[src/rtl/dcache_pkg.sv]
// Shared types and constants for the data-cache write-back buffer.
// Line geometry is fixed here so the cache, buffer and memory agree on the line layout.
package dcache_pkg;

    localparam int unsigned LINE_WORDS = 4;
    localparam int unsigned WORD_W     = 32;
    localparam int unsigned ADDR_W     = 32;
    localparam int unsigned OFF_W      = $clog2(LINE_WORDS) + 2;

    // Clears the byte/word offset so addresses compare at line granularity.
    localparam logic [ADDR_W-1:0] LINE_MASK = ~ADDR_W'((1 << OFF_W) - 1);

    typedef logic [LINE_WORDS-1:0][WORD_W-1:0] line_t;

    typedef struct packed {
        logic              valid;
        logic [ADDR_W-1:0] addr;
        line_t             words;
    } wb_entry_t;

    typedef enum logic [0:0] {
        IDLE,
        DRAIN
    } wb_state_t;

    function automatic logic [ADDR_W-1:0] line_base(input logic [ADDR_W-1:0] a);
        return a & LINE_MASK;
    endfunction

endpackage

[src/rtl/dcache_wb_buffer_if.sv]
// Bus bundle of the write-back buffer: enqueue from the cache, drain to memory,
// refill lookup and occupancy status. slave is the buffer side, master the cache/memory side.
interface dcache_wb_buffer_if
    import dcache_pkg::*;
#(
    parameter int unsigned DEPTH = 2
) ();

    localparam int unsigned CNT_W = $clog2(DEPTH) + 1;

    logic              enq_valid;
    logic              enq_ready;
    logic [ADDR_W-1:0] enq_addr;
    line_t             enq_words;

    logic              mem_we;
    logic [ADDR_W-1:0] mem_addr;
    line_t             mem_words;
    logic              mem_ack;

    logic [ADDR_W-1:0] lookup_addr;
    logic              lookup_hit;
    line_t             lookup_words;

    logic [CNT_W-1:0]  count;
    logic              empty;
    logic              full;

    modport master (
        output enq_valid, enq_addr, enq_words, mem_ack, lookup_addr,
        input  enq_ready, mem_we, mem_addr, mem_words, lookup_hit, lookup_words,
        input  count, empty, full
    );

    modport slave (
        input  enq_valid, enq_addr, enq_words, mem_ack, lookup_addr,
        output enq_ready, mem_we, mem_addr, mem_words, lookup_hit, lookup_words,
        output count, empty, full
    );

endinterface

[src/rtl/wb_lookup.sv]
// DEPTH-way line-address compare over the buffered entries, returning the youngest match.
// Search starts just below the write pointer, so the newest copy of a duplicate address wins.
module wb_lookup
    import dcache_pkg::*;
#(
    parameter int unsigned DEPTH = 2
) (
    input  wb_entry_t                  entries [DEPTH],
    input  logic [$clog2(DEPTH)-1:0]   wr_ptr,
    input  logic [ADDR_W-1:0]          lookup_addr,
    output logic                       hit,
    output line_t                      words
);

    localparam int unsigned PTR_W = $clog2(DEPTH);

    logic [ADDR_W-1:0] line_addr;
    logic [PTR_W-1:0]  idx;

    assign line_addr = line_base(lookup_addr);

    always_comb begin
        hit   = 1'b0;
        words = '0;
        idx   = '0;
        for (int unsigned i = 0; i < DEPTH; i++) begin
            idx = wr_ptr - PTR_W'(i + 1);
            if (!hit && entries[idx].valid && (entries[idx].addr == line_addr)) begin
                hit   = 1'b1;
                words = entries[idx].words;
            end
        end
    end

endmodule

[src/rtl/dcache_wb_buffer.sv]
// Write-back buffer between the data cache and data memory: circular FIFO of evicted lines
// drained in order. Define WB_FORWARD_EN to build the refill lookup/forwarding path.
module dcache_wb_buffer
    import dcache_pkg::*;
#(
    parameter int unsigned DEPTH = 2
) (
    input  logic               clk,
    input  logic               rst_n,
    dcache_wb_buffer_if.slave  bus
);

    localparam int unsigned PTR_W = $clog2(DEPTH);
    localparam int unsigned CNT_W = $clog2(DEPTH) + 1;

    wb_entry_t        entries_q [DEPTH];
    logic [PTR_W-1:0] wr_ptr_q;
    logic [PTR_W-1:0] rd_ptr_q;
    logic [CNT_W-1:0] count_q;
    logic [CNT_W-1:0] count_d;
    wb_state_t        state_q;
    wb_state_t        state_d;

    logic      full;
    logic      push;
    logic      pop;
    wb_entry_t head;

    assign full = (count_q == CNT_W'(DEPTH));
    // Acceptance looks only at registered occupancy: no enqueue into a slot freed this cycle.
    assign push = bus.enq_valid && !full;
    assign pop  = (state_q == DRAIN) && bus.mem_ack;
    assign head = entries_q[rd_ptr_q];

    always_comb begin
        count_d = count_q;
        unique case ({push, pop})
            2'b10:   count_d = count_q + CNT_W'(1);
            2'b01:   count_d = count_q - CNT_W'(1);
            default: count_d = count_q;
        endcase
    end

    // count_d already includes a same-cycle enqueue, so a fresh line starts draining at once.
    always_comb begin
        state_d = state_q;
        unique case (state_q)
            IDLE:    if (count_d != '0) state_d = DRAIN;
            DRAIN:   if (count_d == '0) state_d = IDLE;
            default: state_d = IDLE;
        endcase
    end

    always_ff @(posedge clk or negedge rst_n) begin
        if (!rst_n) begin
            state_q  <= IDLE;
            count_q  <= '0;
            wr_ptr_q <= '0;
            rd_ptr_q <= '0;
            for (int unsigned i = 0; i < DEPTH; i++) begin
                entries_q[i] <= '0;
            end
        end else begin
            state_q <= state_d;
            count_q <= count_d;
            if (push) begin
                entries_q[wr_ptr_q] <= '{valid: 1'b1,
                                         addr:  line_base(bus.enq_addr),
                                         words: bus.enq_words};
                wr_ptr_q <= wr_ptr_q + PTR_W'(1);
            end
            if (pop) begin
                entries_q[rd_ptr_q].valid <= 1'b0;
                rd_ptr_q <= rd_ptr_q + PTR_W'(1);
            end
        end
    end

    assign bus.enq_ready = !full;
    assign bus.count     = count_q;
    assign bus.empty     = (count_q == '0);
    assign bus.full      = full;
    assign bus.mem_we    = (state_q == DRAIN);
    assign bus.mem_addr  = ((state_q == DRAIN) && head.valid) ? head.addr  : '0;
    assign bus.mem_words = ((state_q == DRAIN) && head.valid) ? head.words : '0;

`ifdef WB_FORWARD_EN
    wb_lookup #(
        .DEPTH (DEPTH)
    ) u_lookup (
        .entries     (entries_q),
        .wr_ptr      (wr_ptr_q),
        .lookup_addr (bus.lookup_addr),
        .hit         (bus.lookup_hit),
        .words       (bus.lookup_words)
    );
`else
    // Without forwarding the cache waits for empty before refilling, so no lookup is needed.
    logic unused_lookup;
    assign unused_lookup    = ^bus.lookup_addr;
    assign bus.lookup_hit   = 1'b0;
    assign bus.lookup_words = '0;
`endif

endmodule

[src/flat_wrapper.sv]
// flat-port wrapper written by rule: the top's interface ports become plain ports
module dcache_wb_buffer_flat import dcache_pkg::*;
#(
    parameter int unsigned DEPTH = 2
)
  (clk, rst_n, bus_enq_valid, bus_enq_addr, bus_enq_words, bus_mem_ack, bus_lookup_addr, bus_enq_ready, bus_mem_we, bus_mem_addr, bus_mem_words, bus_lookup_hit, bus_lookup_words, bus_count, bus_empty, bus_full);
  dcache_wb_buffer_if #(.DEPTH(DEPTH)) bus_i ();
  input  logic clk;
  input  logic rst_n;
  input wire logic [$bits(bus_i.enq_valid)-1:0] bus_enq_valid;
  input wire logic [$bits(bus_i.enq_addr)-1:0] bus_enq_addr;
  input wire logic [$bits(bus_i.enq_words)-1:0] bus_enq_words;
  input wire logic [$bits(bus_i.mem_ack)-1:0] bus_mem_ack;
  input wire logic [$bits(bus_i.lookup_addr)-1:0] bus_lookup_addr;
  output wire logic [$bits(bus_i.enq_ready)-1:0] bus_enq_ready;
  output wire logic [$bits(bus_i.mem_we)-1:0] bus_mem_we;
  output wire logic [$bits(bus_i.mem_addr)-1:0] bus_mem_addr;
  output wire logic [$bits(bus_i.mem_words)-1:0] bus_mem_words;
  output wire logic [$bits(bus_i.lookup_hit)-1:0] bus_lookup_hit;
  output wire logic [$bits(bus_i.lookup_words)-1:0] bus_lookup_words;
  output wire logic [$bits(bus_i.count)-1:0] bus_count;
  output wire logic [$bits(bus_i.empty)-1:0] bus_empty;
  output wire logic [$bits(bus_i.full)-1:0] bus_full;
  assign bus_i.enq_valid = bus_enq_valid;
  assign bus_i.enq_addr = bus_enq_addr;
  assign bus_i.enq_words = bus_enq_words;
  assign bus_i.mem_ack = bus_mem_ack;
  assign bus_i.lookup_addr = bus_lookup_addr;
  assign bus_enq_ready = bus_i.enq_ready;
  assign bus_mem_we = bus_i.mem_we;
  assign bus_mem_addr = bus_i.mem_addr;
  assign bus_mem_words = bus_i.mem_words;
  assign bus_lookup_hit = bus_i.lookup_hit;
  assign bus_lookup_words = bus_i.lookup_words;
  assign bus_count = bus_i.count;
  assign bus_empty = bus_i.empty;
  assign bus_full = bus_i.full;
  dcache_wb_buffer #(.DEPTH(DEPTH)) u_core (.clk(clk), .rst_n(rst_n), .bus(bus_i));
endmodule
[config.mk]
export PLATFORM = sky130hd
export DESIGN_NAME = dcache_wb_buffer_flat
export DESIGN_NICKNAME = d
export VERILOG_FILES = /design/src/rtl/dcache_pkg.sv /design/src/rtl/dcache_wb_buffer_if.sv /design/src/rtl/wb_lookup.sv /design/src/rtl/dcache_wb_buffer.sv /design/src/flat_wrapper.sv
export SDC_FILE = /design/constraint.sdc
export NUM_CORES = 1
export LEC_CHECK = 0
export CAP_MARGIN = 20
export CORE_ASPECT_RATIO = 0.9
export CORE_UTILIZATION = 40
export DETAILED_ROUTE_END_ITERATION = 8
export MAX_ROUTING_LAYER = met4
export PLACE_DENSITY = 0.7
export SKIP_CTS_REPAIR_TIMING = 1
export SLEW_MARGIN = 20
export SYNTH_ARGS = -nofsm -noshare
export SYNTH_HDL_FRONTEND = slang
export SYNTH_HIERARCHICAL = 1
export SYNTH_SLANG_ARGS = --single-unit
[constraint.sdc]
create_clock -name clk -period 4.5 [get_ports clk]
set_input_delay 1.35 -clock clk [delete_from_list [all_inputs] [get_ports clk]]
set_output_delay 1.35 -clock clk [all_outputs]
set_load 0.02 [all_outputs]
After elaboration in Yosys (flattened, before gate mapping)
Cells that the tools add are included.
{"block": "op_classes", "addsub": 4, "order_cmp": 4, "n_eq_ne": 3, "muxes": 17, "bitwise_logic": 3, "reduce_logical": 9}
{"op": "2-to-1 mux 161 bit", "n": 5}
{"op": "bitwise mux 322 bit", "n": 2}
{"op": "2-to-1 mux 322 bit", "n": 2}
{"op": "demux 161 bit (select 1 bit)", "n": 2}
{"op": "2-to-1 mux 128 bit", "n": 1}
{"op": "2-to-1 mux 32 bit", "n": 1}
{"op": "logical AND 1 bit", "n": 5}
{"op": "equality test 2 bit (second input constant)", "n": 2}
{"op": "greater-or-equal comparator 2 bit (second input constant)", "n": 2}
{"op": "zero test 2 bit", "n": 2}
{"op": "< comparator 2 x 1 -> 1 bit (second input constant)", "n": 2}
{"op": "inverter 1 -> 2 bit", "n": 2}
{"op": "case mux 2 bit (2 select lines)", "n": 1}
{"op": "adder 1 bit (second input constant)", "n": 2}
{"op": "adder 2 x 1 -> 2 bit (second input constant)", "n": 1}
{"op": "equality test 2 x 1 -> 1 bit (second input constant)", "n": 1}
{"op": "2-to-1 mux 1 bit", "n": 2}
{"op": "case mux 1 bit (2 select lines)", "n": 1}
{"op": "nonzero test 2 bit", "n": 1}
{"op": "subtractor 2 x 1 -> 2 bit (second input constant)", "n": 1}
{"op": "zero test 1 bit", "n": 1}
{"op": "inverter 1 bit", "n": 1}
{"block": "word_totals", "ff_bits": 327, "in_bits": 196}

Depth between registers and ports, before layout
{"block": "logic_depth", "depth_word": 9, "depth_mapped": 8, "mapped_depth_nobuf": 6}

Worst setup path after synthesis
No wires, ideal clock.
{"block": "synth_path", "path_kind": "reg2out", "startpoint": "register u_core.rd_ptr_q", "endpoint": "output bus_mem_addr[10]", "arrival_time_ps": 1377, "required_time_ps": 3150, "path_slack_ps": 1773, "stages_incl_launch_ff": 5, "n_path_buf": 2, "cell_sequence": "dfrtp_1 -> buf_2 -> clkbuf_1 -> mux2i_1 -> nor2_1"}
{"block": "synth_via", "elab_chain_cells": 6}
{"item": "start, declared", "line_no": "dcache_wb_buffer.sv:18", "source": "logic [PTR_W-1:0] rd_ptr_q;"}
{"item": "start signal, assigned", "line_no": "dcache_wb_buffer.sv:74", "source": "rd_ptr_q <= rd_ptr_q + PTR_W'(1);"}
{"item": "inverter 1 -> 2 bit (not written as such) *", "line_no": "dcache_wb_buffer.sv:33", "source": "assign head = entries_q[rd_ptr_q];"}
{"item": "2-to-1 mux 161 bit (not written as such) * (3 in a row)", "line_no": "dcache_wb_buffer.sv:33"}
{"item": "logical AND 1 bit", "line_no": "dcache_wb_buffer.sv:84", "source": "assign bus.mem_addr = ((state_q == DRAIN) && head.valid) ? head.addr : '0;"}
{"item": "2-to-1 mux 32 bit *", "line_no": "dcache_wb_buffer.sv:84"}
{"item": "end, declared", "line_no": "flat_wrapper.sv:17", "source": "output wire logic [$bits(bus_i.mem_addr)-1:0] bus_mem_addr;"}
Every way passes the cells marked *; elsewhere a longest branch is shown, timed or not. The select of a mux whose other input is x is not followed.

Worst setup path after layout
{"block": "layout_path", "startpoint": "register u_core.rd_ptr_q", "endpoint": "output bus_mem_words[77]"}
{"block": "layout_via", "elab_chain_cells": 6}
{"item": "inverter 1 -> 2 bit (not written as such) *", "line_no": "dcache_wb_buffer.sv:33"}
{"item": "2-to-1 mux 161 bit (not written as such) * (3 in a row)", "line_no": "dcache_wb_buffer.sv:33"}
{"item": "logical AND 1 bit", "line_no": "dcache_wb_buffer.sv:85", "source": "assign bus.mem_words = ((state_q == DRAIN) && head.valid) ? head.words : '0;"}
{"item": "2-to-1 mux 128 bit *", "line_no": "dcache_wb_buffer.sv:85"}
{"item": "end, declared", "line_no": "flat_wrapper.sv:18", "source": "output wire logic [$bits(bus_i.mem_words)-1:0] bus_mem_words;"}
Marked as above.

==> results.sh <==
export IMPL_routed_wirelength_um=35700
export IMPL_yosysUniqueCellTypes=28
export IMPL_fmax_mhz=240
export IMPL_cp_end_kind="output port"
export IMPL_viasPerCell=4.68
export IMPL_synthXorXnorAreaFrac_pct=0.275
export IMPL_drc_errors=0
export IMPL_clockBufferDepth=3
export IMPL_pwr_share_seq_pct=31.2
export IMPL_syn_avg_cell_area_um2=13.3
export IMPL_clk_pin_slew_ns=0.06
export IMPL_fin_crit_sh_pct=92.4
export IMPL_p_int_w=0.0106
export IMPL_ir_drop_uv=601
export IMPL_cp_arrival_ns=2.81
export IMPL_syn_instance_count=1192
export IMPL_status="complete, no violations"
export IMPL_rows=68
export IMPL_p_leak_nw=9.11
export IMPL_pwr_share_comb_pct=50.1
export IMPL_area_growth_pct=28.5
export IMPL_grt_max_degree=122
export IMPL_yosysTopAreaCell="dfrtp_1"
export IMPL_gr_total_overflow=0
export IMPL_design_area_mm2=0.0204
export IMPL_drt_iter0_drc=494
export IMPL_fin_skew_ns=0.0215
export IMPL_min_period_ns=4.16
export IMPL_coreArea_mm2=0.0388
export IMPL_final_setup_viol_count=0
export IMPL_dr_pass1_iters=4
export IMPL_nFillCells=3300
export IMPL_vias=9640
export IMPL_synthTopCellsByArea="dfrtp_1, mux2_2, mux2i_1, mux2_4, buf_4"
export IMPL_fp_dieH_um=191
export IMPL_p_sw_share_pct=36.2
export IMPL_cp_start_kind="register"
export IMPL_grt_pass1_vias=10300
export IMPL_yosys_warnings=6
export IMPL_track_usage_pct=18.2
export IMPL_synth_compound_area_share_pct=0.110
export IMPL_cp_required_ns=3.15
export IMPL_die_area_mm2=0.0406
export IMPL_avgRoutedWirePerCell_um=17.3
export IMPL_port_buffers=325
export IMPL_synth_fa_ha_area_share_pct=0.0786
export IMPL_cts_buffers=38
export IMPL_ff_latch_area_mm2=0.00819
export IMPL_grt_pass1_wl_um=56700
export IMPL_final_nets=1703
export IMPL_hold_class="reg -> reg"
export IMPL_ios=491
export IMPL_multi_input_area_mm2=0.00676
export IMPL_cts_sinks=327
export IMPL_slew_viol_final=0
export IMPL_whs_path_depth=1
export IMPL_r2r_cells=4
export IMPL_postRouteAntennaNets=0
export IMPL_drive_above_1_share_pct=20.4
export IMPL_htreeDepth=2
export IMPL_cts_tree="built"
export IMPL_die_x_um=212
export IMPL_setup_tns_final_ns=0
export IMPL_synth_seq_area_share_pct=51.4
export IMPL_clock_latency_ns=0.53
export IMPL_power_switching_w=0.00603
export IMPL_dp_hpwl_um=23600
export IMPL_path_max_fanout=70
export IMPL_pwr_share_clk_pct=18.7
export IMPL_synth_simple_area_share_pct=4.65
export IMPL_start_util_pct=41.0
export IMPL_rsz0062_at_grt="no"
export IMPL_synth_area_mm2=0.0159
export IMPL_mostFrequentLayoutCell="dfrtp_1"
export IMPL_synth_top_family_by_area="multiplexers"
export IMPL_synthMuxAreaShare_pct=34.2
export IMPL_ys_ff_latch=327
export IMPL_relSlewSlack_pct=34.8
export IMPL_hold_violations=0
export IMPL_grt_antenna_before_repair=3
export IMPL_routabilityCongestion=0.734
export IMPL_dpl_instance_area_mm2=0.0192
export IMPL_worstMarginPinSlew_ns=0.979
export IMPL_critical_path_class="reg -> out"
export IMPL_max_cap_violations=0
export IMPL_synth_top_cell_area_share_pct=51.4
export IMPL_cts_root_buf="clkbuf_16"
export IMPL_powerDensity_mw_per_mm2=815
export IMPL_final_cell_mix="dfrtp_1, clkdlybuf4s50_1, nor2_1"
-- kinds of logic after synthesis --
| group | count (synthesis) |
|---|---|
| and+or+nand+nor | 180 |
| buffers and inverters | 203 |
| xor gates and xnor gates | 5 |
| DFF | 327 |
| adders and majority gates | 1 |
| other | 1 |
| muxes | 473 |
| AOI/OAI and AO/OA | 2 |
-- cells in the mapped netlist --
library cell / number
xor2_1: 1
ha_1: 1
a2bb2oi_1: 1
dfrtp_1: 327
mux2i_1: 160
buf_2: 42
buf_4: 129
buf_6: 21
nor3b_2: 1
buf_1: 1
nor3b_1: 1
conb_1: 1
nand2_1: 3
inv_2: 1
buf_8: 1
nand2b_4: 1
nor3_1: 1
inv_1: 1
mux2_1: 85
mux2_2: 143
clkbuf_1: 7
mux2_4: 85
and3_4: 1
nor2b_1: 8
nor2_1: 162
xnor2_1: 4
o22a_1: 1
nor4bb_1: 2
-- power groups by stage --
stage / sequential, W / combinational (W) / clock (W)
after global routing: 0.00539 / 0.00891 / 0.00335
after CTS: 0.00521 / 0.00846 / 0.00321
final: 0.00520 / 0.00835 / 0.00312
after global placement: 0.00514 / 0.00832 / 0
after detailed placement: 0.00523 / 0.00841 / 0
after floorplan: 0.00501 / 0.00568 / 0
-- worst paths after layout --
| path | from | end | slack (ns) |
|---|---|---|---|
| worst max-delay path | u_core/rd_ptr_q$_DFFE_PN0N_ | bus_mem_words[77] | 0.34 |
| worst min-delay path | register | register | 0.48 |
| worst max register to register | u_core/bus.count[0]$_DFF_PN0_ | register | 2.24 |
| worst min register to register | register | register | 0.48 |
| max in group asynchronous | rst_n | async pin | 2.59 |
| min in group asynchronous | rst_n | async pin | 0.92 |
-- critical path: stages (launching register included) --
cell and delay [ns]:
dfrtp_4 0.40, buf_4 0.35, buf_12 0.44, mux2i_1 0.15, nor2_1 0.20, clkdlybuf4s50_1 0.64
-- area by class of cell --
class,count,area share (%)
clock inverter,9,0.728
clock buffer,57,5.45
sequential,327,40.0
tap,525,3.21
inverter,2,0.0367
antenna,2,0.0245
timing repair buffer,347,17.5
multi-input combinational,790,33.0
-- per-layer routing --
| metal | vias to the layer above | routed length, um | global-route usage, % | part of all wire [%] |
|---|---|---|---|---|
| li1 | 4437 | - | - | - |
| met1 | 4827 | 15300 | 22.7 | 43 |
| met2 | 309 | 16900 | 28.6 | 47 |
| met3 | 67 | 2630 | 5.37 | 7.4 |
| met4 | 0 | 918 | 5.26 | 2.6 |
| met5 | - | 0 | - | 0 |
-- through the flow --
stage | utilization [%] | total power [W] | instances | setup slack, ns | hold WS [ns]
after floorplan | - | 0.0107 | 1320 | 1.77 | 0.456
final | 52.7 | 0.0167 | 2059 | 0.341 | 0.482
after CTS | 52.7 | 0.0169 | 2057 | 0.301 | 0.487
after detailed placement | 49.4 | 0.0136 | 1991 | 0.879 | 0.474
after global routing | 52.7 | 0.0176 | 2059 | 0.233 | 0.488
after global placement | 49.4 | 0.0135 | 1991 | 0.860 | 0.466
Note: power is estimated with default switching activity, not from simulation.
